--- src/rtl/mem_access_unit.sv ---
// rtl/mem_access_unit.sv - data-memory initiator: one load/store at a time, legality check, load extension
module mem_access_unit #(
    parameter int DM_WORDS = 4096
) (
    input  logic        clk,
    input  logic        reset,
    input  logic        req_valid,
    output logic        req_ready,
    input  logic [3:0]  req_op,
    input  logic [31:0] req_addr,
    input  logic [31:0] req_wdata,
    output logic        resp_valid,
    input  logic        resp_ready,
    output logic [31:0] resp_data,
    output logic        resp_err,
    output logic        dm_we,
    output logic [3:0]  dm_be,
    output logic [31:0] dm_addr,
    output logic [31:0] dm_wd,
    input  logic [31:0] dm_rd
);

    typedef enum logic [1:0] {IDLE, ACCESS, RESP} state_t;

    localparam logic [3:0] OP_LW  = 4'b0000;
    localparam logic [3:0] OP_LH  = 4'b0001;
    localparam logic [3:0] OP_LHU = 4'b0010;
    localparam logic [3:0] OP_LB  = 4'b0011;
    localparam logic [3:0] OP_LBU = 4'b0100;
    localparam logic [3:0] OP_SW  = 4'b1000;
    localparam logic [3:0] OP_SH  = 4'b1001;
    localparam logic [3:0] OP_SB  = 4'b1010;

    // 33 bits so the limit cannot wrap for large memories
    localparam logic [32:0] ADDR_LIMIT = 33'(DM_WORDS) << 2;

    state_t      state_q, state_d;
    logic [3:0]  op_q, op_d;
    logic [31:0] addr_q, addr_d;
    logic [31:0] wdata_q, wdata_d;
    logic [31:0] resp_data_q, resp_data_d;
    logic        resp_err_q, resp_err_d;

    logic        req_legal;
    logic        aligned;
    logic [3:0]  store_be;
    logic [31:0] load_data;
    logic [7:0]  byte_sel;
    logic [15:0] half_sel;

    always_comb begin
        aligned = 1'b0;
        case (req_op)
            OP_LW, OP_SW:          aligned = (req_addr[1:0] == 2'b00);
            OP_LH, OP_LHU, OP_SH:  aligned = (req_addr[0] == 1'b0);
            OP_LB, OP_LBU, OP_SB:  aligned = 1'b1;
            default:               aligned = 1'b0;
        endcase
        req_legal = aligned && ({1'b0, req_addr} < ADDR_LIMIT);
    end

    always_comb begin
        byte_sel  = dm_rd[{addr_q[1:0], 3'b000} +: 8];
        half_sel  = dm_rd[{addr_q[1], 4'b0000} +: 16];
        load_data = 32'h0;
        store_be  = 4'b0000;
        case (op_q)
            OP_LW:   load_data = dm_rd;
            OP_LH:   load_data = {{16{half_sel[15]}}, half_sel};
            OP_LHU:  load_data = {16'h0, half_sel};
            OP_LB:   load_data = {{24{byte_sel[7]}}, byte_sel};
            OP_LBU:  load_data = {24'h0, byte_sel};
            OP_SW:   store_be  = 4'b1111;
            OP_SH:   store_be  = addr_q[1] ? 4'b1100 : 4'b0011;
            OP_SB:   store_be  = 4'b0001 << addr_q[1:0];
            default: load_data = 32'h0;
        endcase
    end

    always_comb begin
        state_d     = state_q;
        op_d        = op_q;
        addr_d      = addr_q;
        wdata_d     = wdata_q;
        resp_data_d = resp_data_q;
        resp_err_d  = resp_err_q;
        req_ready   = 1'b0;
        resp_valid  = 1'b0;
        dm_we       = 1'b0;
        dm_be       = 4'b0000;
        case (state_q)
            IDLE: begin
                req_ready = 1'b1;
                if (req_valid) begin
                    op_d        = req_op;
                    addr_d      = req_addr;
                    wdata_d     = req_wdata;
                    resp_data_d = 32'h0;
                    resp_err_d  = !req_legal;
                    state_d     = req_legal ? ACCESS : RESP;
                end
            end
            ACCESS: begin
                // Reset gating keeps a store caught by reset from reaching memory
                dm_we       = op_q[3] && !reset;
                dm_be       = store_be;
                resp_data_d = load_data;
                state_d     = RESP;
            end
            RESP: begin
                resp_valid = 1'b1;
                if (resp_ready) begin
                    state_d = IDLE;
                end
            end
            default: state_d = IDLE;
        endcase
    end

    always_ff @(posedge clk) begin
        if (reset) begin
            state_q     <= IDLE;
            op_q        <= 4'h0;
            addr_q      <= 32'h0;
            wdata_q     <= 32'h0;
            resp_data_q <= 32'h0;
            resp_err_q  <= 1'b0;
        end else begin
            state_q     <= state_d;
            op_q        <= op_d;
            addr_q      <= addr_d;
            wdata_q     <= wdata_d;
            resp_data_q <= resp_data_d;
            resp_err_q  <= resp_err_d;
        end
    end

    assign dm_addr   = {addr_q[31:2], 2'b00};
    assign dm_wd     = wdata_q;
    assign resp_data = resp_data_q;
    assign resp_err  = resp_err_q;

endmodule

--- config.mk ---
export PLATFORM = sky130hd
export DESIGN_NAME = mem_access_unit
export DESIGN_NICKNAME = d
export VERILOG_FILES = /design/src/rtl/mem_access_unit.sv
export SDC_FILE = /design/constraint.sdc
export NUM_CORES = 1
export LEC_CHECK = 0
export BUFFER_PORTS_ARGS = -buffer_cell sky130_fd_sc_hd__buf_2
export CAP_MARGIN = 20
export CORE_MARGIN = 8
export CORE_UTILIZATION = 43
export CTS_CLUSTER_SIZE = 14
export DETAILED_ROUTE_END_ITERATION = 8
export PLACE_DENSITY = 0.8
export RECOVER_POWER = 25
export REMOVE_ABC_BUFFERS = 1
export SETUP_SLACK_MARGIN = 0.5
export SLEW_MARGIN = 20
export SYNTH_ARGS = -nofsm -noshare
export SYNTH_HDL_FRONTEND = slang
export SYNTH_SLANG_ARGS = --single-unit
--- constraint.sdc ---
create_clock -name clk -period 1.3 [get_ports clk]
set_input_delay 0.13 -clock clk [delete_from_list [all_inputs] [get_ports clk]]
set_output_delay 0.13 -clock clk [all_outputs]
set_load 0.01 [all_outputs]
==> flow_metrics.env <==
export IMPL_status="finished with violations"
export IMPL_violations="negative setup slack"
export IMPL_cts_root_buf="clkbuf_8"
export IMPL_hold_viol=0
export IMPL_cts_tree="yes"
export IMPL_finalSetupTns_ps=-23860
export IMPL_insertion_delay_ps=400
export IMPL_p_seq_share_pct=45.6
export IMPL_placementRows=38
export IMPL_clock_sinks=103
export IMPL_cp_data_required_time_ps=1170
export IMPL_slew_viol_final=0
export IMPL_dieWidth_um=120
export IMPL_grt_ovfl_total=0
export IMPL_start_kind="flip-flop"
export IMPL_pre_cts_ws_ps=-248
export IMPL_htreeDepth=3
export IMPL_grt_max_degree=47
export IMPL_num_vias=5855
export IMPL_combinationalPowerShare_pct=27.1
export IMPL_die_area_um2=14500
export IMPL_dr_first_iter_drc_count=709
export IMPL_clock_skew_ps=25.8
export IMPL_pwr_density_cell_nw_per_um2=927
export IMPL_worstSetupPathType="flip-flop to output pin"
export IMPL_power_switching_mw=2.47
export IMPL_drv_cap=0
export IMPL_syn_avg_cell_area_um2=8.34
export IMPL_period_share_pct=133
export IMPL_synth_area_top_cells="dfxtp_1 (44%), nand2_1 (14%), a21oi_1 (7.7%)"
export IMPL_clockPowerShare_pct=27.3
export IMPL_synth_cell_type_count=46
export IMPL_holdWs_ps=27.6
export IMPL_synth_main_ff_cell="dfxtp_1"
export IMPL_syn_area_um2=4680
export IMPL_ctsLongestPathBuffers=2
export IMPL_tightest_slew_ps=601
export IMPL_grt_pass1_wl_mm=30.8
export IMPL_drc=0
export IMPL_fin_ws_ps=-426
export IMPL_max_stage_delay_ps=430
export IMPL_yosysMostFrequentCell="nand2_1"
export IMPL_period_needed_ps=1730
export IMPL_synthArstFlopShare_pct=0
export IMPL_worstPathMaxFanout=4
export IMPL_cp_slowest_cell="or3b_4"
export IMPL_cts_inserted_buffers=9
export IMPL_wl_mm=23.3
export IMPL_synth_edf_count=0
export IMPL_path_clk_slew_ps=100
export IMPL_via_per_inst=5.83
export IMPL_yosys_warnings=0
export IMPL_postRouteAntennaNets=0
export IMPL_syn_to_final_growth_pct=74.0
export IMPL_die_h_um=120
export IMPL_nNetsFinal=963
export IMPL_grt_pass1_vias=5683
export IMPL_synthDominantCellAreaShare_pct=44.0
export IMPL_antenna_found_initial=2
export IMPL_core_area_um2=10700
export IMPL_crit_chain="nand3b_1, or3b_4, nor2_1, buf_2"
export IMPL_ys_seq_elements=103
export IMPL_fmax_mhz=579
export IMPL_portBuffers=205
export IMPL_yosysTopAreaCell="dfxtp_1"
export IMPL_setup_viol=108
export IMPL_grt_usage_pct=27.0
export IMPL_drive_above_1_share_pct=56.0
export IMPL_rsz0062_at_grt="true"
export IMPL_crit_path_end_kind="output pin"
export IMPL_firstDrtPassIters=7
export IMPL_wire_per_inst_um=23.2
export IMPL_vdd_drop_max_mv=0.889
export IMPL_p_sw_share_pct=32.6
export IMPL_worstPathArrival_ps=1600
export IMPL_hpwl_mm=11.5
export IMPL_power_internal_mw=5.09
export IMPL_num_io_pins=208
export IMPL_relSlewSlack_pct=59.5
export IMPL_yosysSeqAreaShare_pct=44.0
export IMPL_synth_commonest_cells="nand2_1 (171), dfxtp_1 (103), a21oi_1 (72)"
export IMPL_place_congestion=0.908
export IMPL_synth_cells=562
export IMPL_p_leak_nw=3.76
export IMPL_initial_core_util_pct=43.6
export IMPL_min_path_type="primary input to flip-flop"
-- layout make-up --
cell class              count  area (um2)
fillers                   633        2590
inverters                  10        37.5
well taps                 140         175
repair buffers            357        3180
clock inverters             7        63.8
diodes                      1        2.50
clock buffers               9         124
flip-flops and latches    103        2190
multi-input cells         378        2380
-- cell usage in the layout (no fill, tap or decap), types with 3 or more instances in the layout --
| cell | count |
|---|---|
| a21o_1 | 8 |
| a21oi_1 | 66 |
| a21oi_2 | 6 |
| a22o_1 | 24 |
| a31oi_1 | 8 |
| buf_12 | 11 |
| buf_2 | 107 |
| buf_4 | 65 |
| buf_6 | 109 |
| clkbuf_8 | 9 |
| dfxtp_1 | 8 |
| dfxtp_2 | 93 |
| dlygate4sd3_1 | 61 |
| inv_1 | 7 |
| inv_2 | 3 |
| inv_8 | 3 |
| mux2i_1 | 6 |
| mux2i_2 | 4 |
| mux4_2 | 8 |
| nand2_1 | 153 |
| nand2_2 | 4 |
| nand2_4 | 15 |
| nor2_1 | 7 |
| nor2_2 | 5 |
| nor4_1 | 3 |
| o21ai_1 | 7 |
| o21ai_2 | 14 |
| o22ai_1 | 6 |
-- worst paths after layout --
kind | start | end | slack, ps | cells after the start
setup / recovery | state_q[1] | dm_be[1] | -430 | 4
hold / removal | req_addr[0] | addr_q[0] | 30 | 3
setup reg to reg | state_q[1] | addr_q[3] | -320 | 7
hold reg to reg | dm_wd[2] | dm_wd[2] | 470 | 2
-- per-stage QoR --
stage / instance area, um2 / util [%] / power (mW) / std cells
after floorplan: 4230 / - / 4.00 / 491
after global placement: 5900 / 54.9 / 4.65 / 883
after detailed placement: 5900 / 54.9 / 4.68 / 883
after CTS: 7630 / 71.0 / 7.09 / 980
after global routing: 8150 / 75.9 / 7.78 / 1005
final: 8150 / 75.9 / 7.56 / 1005
-- metal layers --
metal	vias to the layer above	track usage (%)	routed length, um
li1	2472	-	-
met1	2692	28.4	7700
met2	547	45.8	11000
met3	144	12.0	3300
met4	0	11.7	1340
met5	-	0	0
-- worst max-delay path: cells and delay by family, from the launching register on --
family,cells,cell delay [ps]
and+or+nand+nor,3,720
DFF,1,340
buffers and inverters,1,160
-- power groups by stage --
stage | Clock, mW | Combinational [mW] | Sequential, mW
floorplan | 0 | 0.483 | 3.51
global placement | 0 | 1.23 | 3.43
detailed placement | 0 | 1.25 | 3.44
CTS | 2.05 | 1.63 | 3.41
global route | 2.18 | 2.14 | 3.45
finish | 2.06 | 2.05 | 3.45
-- cells by family (layout without fill, tap and decap cells) --
family | count (synthesis) | count (layout) | synth area share (%)
other | 1 | 3 | 0.0801
DFF | 103 | 103 | 44.0
and+or+nand+nor | 206 | 206 | 18.8
AOI/OAI and AO/OA | 149 | 149 | 19.7
muxes | 21 | 21 | 6.70
buffers and inverters | 82 | 383 | 10.7
-- state kept, by name (all words and copies together), names as in the netlist --
name,flops
addr_q,32
resp_err,1
dm_wd,32
resp_data,32
state_q,2
op_q,4
-- repair_timing --
action | 4_1_cts | 5_1_grt
endpoints found under the hold margin | 61 | 0
gates resized for setup | 220 | 91
pin swaps | 8 | 44
setup endpoints to repair | 205 | 205
hold buffers | 61 | 0
gates cloned | 2 | 1
buffers inserted | 18 | 23
(Power assumes the default switching activity.)
